$ cat src/rtl/sat_ctrl_pkg.sv
// sat_ctrl_pkg
//   Shared types and widths for the SAT controller blocks.
//   - MAX_VAR_BITS      : width of a variable id
//   - CLAUSE_TABLE_BITS : width of a clause-table index
//   - walk_state_t      : states of the clause walk sequencer
// Widths come from the system-wide MAX_VAR_BITS / CLAUSE_TABLE_BITS macros.
// Defaults apply when no system definition is in scope.
`ifndef MAX_VAR_BITS
`define MAX_VAR_BITS 4
`endif
`ifndef CLAUSE_TABLE_BITS
`define CLAUSE_TABLE_BITS 6
`endif

package sat_ctrl_pkg;

    localparam int MAX_VAR_BITS      = `MAX_VAR_BITS;
    localparam int CLAUSE_TABLE_BITS = `CLAUSE_TABLE_BITS;

    typedef enum logic [1:0] {
        IDLE   = 2'd0,
        LOOKUP = 2'd1,
        ISSUE  = 2'd2,
        DONE   = 2'd3
    } walk_state_t;

endpackage

$ cat src/rtl/clause_walk_ctrl.sv
// clause_walk_ctrl
//   Sole master of the per-variable start/end clause table. Accepts a walk
//   request for a variable, reads its [start,end) range and streams every
//   clause index in that range downstream over a valid/ready handshake.
//   Loader configuration writes are arbitrated against walks and win in IDLE.
// Ports:
//   clock, reset_n                 : clock, synchronous active-low reset
//   var_valid/var_ready/var_id     : walk request handshake
//   cfg_write/cfg_ready/cfg_var,
//   cfg_start/cfg_end              : loader table-write handshake
//   tbl_read/tbl_write/tbl_var,
//   tbl_start_wr/tbl_end_wr        : table control and write data
//   tbl_start_rd/tbl_end_rd        : table read data (combinational)
//   cl_valid/cl_ready/cl_idx,
//   cl_var/cl_last                 : clause index stream
//   abort                          : cancel the walk in progress
//   busy, done, done_count         : status; done_count valid with done
module clause_walk_ctrl
    import sat_ctrl_pkg::*;
#(
    parameter int VAR_BITS = MAX_VAR_BITS,
    parameter int TBL_BITS = CLAUSE_TABLE_BITS
) (
    input  logic                clock,
    input  logic                reset_n,
    input  logic                var_valid,
    output logic                var_ready,
    input  logic [VAR_BITS-1:0] var_id,
    input  logic                cfg_write,
    output logic                cfg_ready,
    input  logic [VAR_BITS-1:0] cfg_var,
    input  logic [TBL_BITS-1:0] cfg_start,
    input  logic [TBL_BITS-1:0] cfg_end,
    output logic                tbl_read,
    output logic                tbl_write,
    output logic [VAR_BITS-1:0] tbl_var,
    output logic [TBL_BITS-1:0] tbl_start_wr,
    output logic [TBL_BITS-1:0] tbl_end_wr,
    input  logic [TBL_BITS-1:0] tbl_start_rd,
    input  logic [TBL_BITS-1:0] tbl_end_rd,
    output logic                cl_valid,
    input  logic                cl_ready,
    output logic [TBL_BITS-1:0] cl_idx,
    output logic [VAR_BITS-1:0] cl_var,
    output logic                cl_last,
    input  logic                abort,
    output logic                busy,
    output logic                done,
    output logic [TBL_BITS-1:0] done_count
);

    walk_state_t         state;
    walk_state_t         next_state;
    logic [TBL_BITS-1:0] cur;
    logic [TBL_BITS-1:0] end_r;
    logic [VAR_BITS-1:0] var_r;
    logic [TBL_BITS-1:0] count;
    logic [TBL_BITS:0]   cur_inc;
    logic                is_last;

    // One extra bit so an end of 2**TBL_BITS-1 plus one cannot wrap to zero.
    assign cur_inc = {1'b0, cur} + {{TBL_BITS{1'b0}}, 1'b1};
    assign is_last = (cur_inc == {1'b0, end_r});

    // Every output is forced low while reset_n is asserted, including the
    // ready signals, so nothing upstream can handshake during reset.
    always_comb begin
        next_state   = state;
        var_ready    = 1'b0;
        cfg_ready    = 1'b0;
        tbl_read     = 1'b0;
        tbl_write    = 1'b0;
        tbl_var      = '0;
        tbl_start_wr = '0;
        tbl_end_wr   = '0;
        cl_valid     = 1'b0;
        cl_idx       = '0;
        cl_var       = '0;
        cl_last      = 1'b0;
        busy         = 1'b0;
        done         = 1'b0;
        done_count   = '0;
        if (reset_n) begin
            busy = (state != IDLE);
            case (state)
                IDLE: begin
                    cfg_ready = 1'b1;
                    // Loader writes take priority over walk requests.
                    var_ready = !cfg_write;
                    if (cfg_write) begin
                        tbl_write    = 1'b1;
                        tbl_var      = cfg_var;
                        tbl_start_wr = cfg_start;
                        tbl_end_wr   = cfg_end;
                    end else if (var_valid) begin
                        next_state = LOOKUP;
                    end
                end
                LOOKUP: begin
                    tbl_read = 1'b1;
                    tbl_var  = var_r;
                    if (abort)
                        next_state = IDLE;
                    else if (tbl_start_rd >= tbl_end_rd)
                        next_state = DONE;
                    else
                        next_state = ISSUE;
                end
                ISSUE: begin
                    cl_valid = 1'b1;
                    cl_idx   = cur;
                    cl_var   = var_r;
                    cl_last  = is_last;
                    if (abort)
                        next_state = IDLE;
                    else if (cl_ready && is_last)
                        next_state = DONE;
                end
                DONE: begin
                    // The pulse is still produced if abort arrives here.
                    done       = 1'b1;
                    done_count = count;
                    next_state = IDLE;
                end
                default: next_state = IDLE;
            endcase
        end
    end

    always_ff @(posedge clock) begin
        if (!reset_n) begin
            state <= IDLE;
            cur   <= '0;
            end_r <= '0;
            var_r <= '0;
            count <= '0;
        end else begin
            state <= next_state;
            case (state)
                IDLE: begin
                    if (var_valid && !cfg_write)
                        var_r <= var_id;
                end
                LOOKUP: begin
                    cur   <= tbl_start_rd;
                    end_r <= tbl_end_rd;
                    count <= '0;
                end
                ISSUE: begin
                    // A handshake coinciding with abort still counts.
                    if (cl_ready) begin
                        cur   <= cur_inc[TBL_BITS-1:0];
                        count <= count + TBL_BITS'(1);
                    end
                end
                default: ;
            endcase
        end
    end

endmodule

$ cat config.mk
export PLATFORM = sky130hd
export DESIGN_NAME = clause_walk_ctrl
export DESIGN_NICKNAME = d
export VERILOG_FILES = /design/src/rtl/sat_ctrl_pkg.sv /design/src/rtl/clause_walk_ctrl.sv
export SDC_FILE = /design/constraint.sdc
export NUM_CORES = 1
export LEC_CHECK = 0
export CAP_MARGIN = 20
export CORE_ASPECT_RATIO = 1.5
export CORE_MARGIN = 1
export CORE_UTILIZATION = 40
export CTS_CLUSTER_SIZE = 12
export DETAILED_ROUTE_END_ITERATION = 6
export PLACE_DENSITY = 0.77
export SYNTH_ARGS = -nofsm -noshare
export SYNTH_HDL_FRONTEND = slang
export SYNTH_SLANG_ARGS = --single-unit
$ cat constraint.sdc
create_clock -name clock -period 5.4 [get_ports clock]
set_clock_uncertainty 0.15 [all_clocks]
set_input_delay 1.08 -clock clock [delete_from_list [all_inputs] [get_ports clock]]
set_output_delay 1.08 -clock clock [all_outputs]
set_load 0.05 [all_outputs]
==> impl_metrics.csv <==
group,metric,value,unit
clocking,clock_path_buffers,2,
worst_setup_path,critPathSlowestCell,"clkdlybuf4s50_1",
power,power.internal,0.000314,W
synth,async_flop_share,0,%
placed_design,detailed_place_hpwl,3.81,mm
worst_setup_path,crit_type,"in2out",
synth,synth_area_per_cell,7.72,um^2
placed_design,numPortBuffers,77,
final_layout,drive_above_1_share,5.07,%
worst_setup_path,arrival,3260,ps
detailed_routing,vias,1783,
power,power.share.switching,35.0,%
worst_setup_path,crit_buf_inv,4,
final_layout,stdcell_area,2560,um^2
synth,ys_seq_area_share,27.8,%
final_layout,final_cell_count_no_fill,341,
clocking,root_buffer,"clkbuf_8",
synth,synth_cell_types,48,
global_route,grt_pass1_vias,1699,
floorplanning,row_count,28,
clocking,post-cts-setup-buffers,0,
synth,synth_edf_count,0,
timing,hold-worst-slack,332,ps
placed_design,placed_area,2520,um^2
timing,fin_crit_sh,83.1,%
floorplanning,fp.dieH,82.5,um
placed_design,dp_slack,928,ps
detailed_routing,vias_per_cell,5.23,
timing,relSlewSlack,38.1,%
status,status,"finished clean",
power,ir_worst_vdd,113,uV
timing,setup_ws,910,ps
global_route,grt_usage,21.3,%
global_route,grt_pass1_wl,7.77,mm
synth,syn_area,1730,um^2
placed_design,gp_congestion,0.840,
timing,fmax,223,MHz
synth,ys.flop_type,"dfxtp_1",
timing,setup_viol,0,
floorplanning,initial_utilization,42.9,%
final_layout,seqCellArea,480,um^2
final_layout,nFillCells,379,
timing,fin_crit,4490,ps
timing,final_hold_viol_count,0,
final_layout,final_nets,344,
detailed_routing,detail-route-antenna-nets,0,
worst_setup_path,worstPathMaxFanout,9,
power,power_leakage,0.995,nW
power,seqPwrFrac,42.7,%
synth,ys_ff_latch,24,
timing,tns,0,ps
worst_setup_path,cpLargestDelayFamily,"buffers and inverters",
final_layout,multi_input_area,1150,um^2
synth,syn_nets,270,
floorplanning,io_pins,78,
synth,yosysWarnings,0,
hold_path,min_path_type,"reg2reg",
hold_path,hold_start,"end_r[0]",
global_route,grt_overflow,0,
global_route,antenna_found_initial,0,
detailed_routing,drc,0,
floorplanning,core_area,4030,um^2
detailed_routing,drt_iter0_markers,51,
flow_run,maxCapViolCount,0,
clocking,ctsResizeCount,0,
clocking,clock_latency,270,ps
clocking,cts_sinks,24,
worst_setup_path,startpoint,"reset_n",
final_layout,areaGrowthSynthToFinish,48.3,%
worst_setup_path,rr_startpoint,"state[0]",
power,power.share.combinational,34.9,%
floorplanning,die_x,55.7,um
floorplanning,dieArea,4600,um^2
clocking,numCtsBuffers,3,
detailed_routing,first_pass_iters,4,
timing,drv_slew,0,
power,clkPwrFrac,22.4,%
clocking,path_clk_slew,80,ps
synth,syn_inst,224,
detailed_routing,avgRoutedWirePerCell,14.5,um
timing,tightest_slew,928,ps
worst_setup_path,critPathLaunchType,"input pin",
worst_setup_path,endpoint_kind,"output pin",
clocking,htree_levels,1,
detailed_routing,drt_wl_total,4.93,mm
worst_setup_path,worstPathCellList,"clkdlybuf4s50_1 -> inv_2 -> nor2_1 -> buf_4 -> and2_1 -> clkdlybuf4s50_1",
global_route,grt_max_degree,27,
power,cellPowerDensity,188,nW/um^2
worst_setup_path,cp_slowest_stage_delay,800,ps
clocking,cts_hold_buf,0,
final_layout,n_antenna_cell,0,
worst_setup_path,cp.required,4170,ps
worst_setup_path,crit_top_cell,"clkdlybuf4s50_1",
timing,rsz0062_at_grt,"no",
power,p_switching,0.000169,W
placed_design,placedCellCount,338,
clocking,cts_tree,"yes",
[worst min-delay path, cell delays in order, from the launching register on]
cell and delay [ps]:
dfxtp_1 330, nand2_1 60, a21oi_1 50
[through the flow]
step                util (%)  total power [W]
floorplan                  -         0.000314
global placement        62.6         0.000376
detailed placement      62.6         0.000378
CTS                     63.7         0.000486
global route            63.7         0.000508
finish                  63.7         0.000483
[final cells by class]
cell class | instances | area share (%)
timing repair buffer | 80 | 30.9
tap | 45 | 2.20
clock buffer | 3 | 1.61
sequential | 24 | 18.7
inverter | 12 | 1.76
multi-input combinational | 177 | 44.8
[kinds of logic (layout without fill, tap and decap cells)]
group                      count (synthesis)  in the layout  synth area share [%]
and+or+nand+nor                          105            105                  32.9
xor gates and xnor gates                   9              9                  4.99
DFF                                       24             24                  27.8
adders and majority gates                  8              8                  5.79
buffers and inverters                     23             95                  5.79
AOI/OAI and AO/OA                         49             49                  19.2
muxes                                      6              6                  3.55
[synth_stat cells (2+ instances only)]
master    count  area share [%]
xor2_1        3             1.5
and3_1        3             1.1
a22oi_1       4             1.7
buf_2         5             1.4
nor3_1        4             1.2
nand2_1      22             4.8
and2_1       26             9.4
clkbuf_1      5             1.1
nor2b_1       6             2.2
a311oi_1      3             1.5
xnor2_1       5             2.5
nor2_1       20             4.3
inv_1        10             2.2
a211oi_1      7             3.0
nand3_1       6             1.7
dfxtp_1      24              28
nor4_1        2            0.72
nand2b_1      3             1.1
or3_1         2            0.72
o21ai_0      10             2.9
a21o_1        2            0.87
mux2i_1       5             2.9
nand4_1       4             1.4
ha_1          8             5.8
a21oi_1      12             3.5
[cell usage in the layout (no fill, tap or decap), drive strengths merged, types with 4 or more instances in the layout]
cell type,count
nand2,22
inv,11
xnor2,5
nor2,20
clkdlybuf4s50,77
dfxtp,24
ha,8
a211oi,7
and2,27
nand3,6
nand4,4
o21ai,12
mux2i,5
nor2b,6
xor2,4
a22oi,4
nor3,4
a21oi,12
[final timing paths]
kind	endpoint	slack [ps]	cells past startpoint
hold / removal	end_r[0]	330	2
hold reg to reg	end_r[0]	330	2
setup / recovery	cl_idx[5]	910	6
setup reg to reg	cur[2]	3080	4
[registers in the layout (all words and copies together), names as in the netlist]
signal,count
var_r,4
cur,6
count,6
state,2
end_r,6
[power groups by stage]
| stage | combinational (W) | sequential [W] | clock [W] |
|---|---|---|---|
| floorplan | 0.000114 | 0.000200 | 0 |
| global route | 0.000183 | 0.000208 | 0.000117 |
| global placement | 0.000167 | 0.000210 | 0 |
| CTS | 0.000169 | 0.000206 | 0.000110 |
| detailed placement | 0.000169 | 0.000210 | 0 |
| finish | 0.000169 | 0.000206 | 0.000108 |
[layer usage]
layer	share of wire, %	wire length [um]	GRT usage, %	vias to the layer above
li1	-	-	-	923
met1	42	2050	25.2	810
met2	54	2650	39.9	42
met3	2.4	117	1.09	8
met4	2.4	118	9.75	0
met5	0	0	0	-
Power figures use the tool's default switching activity.
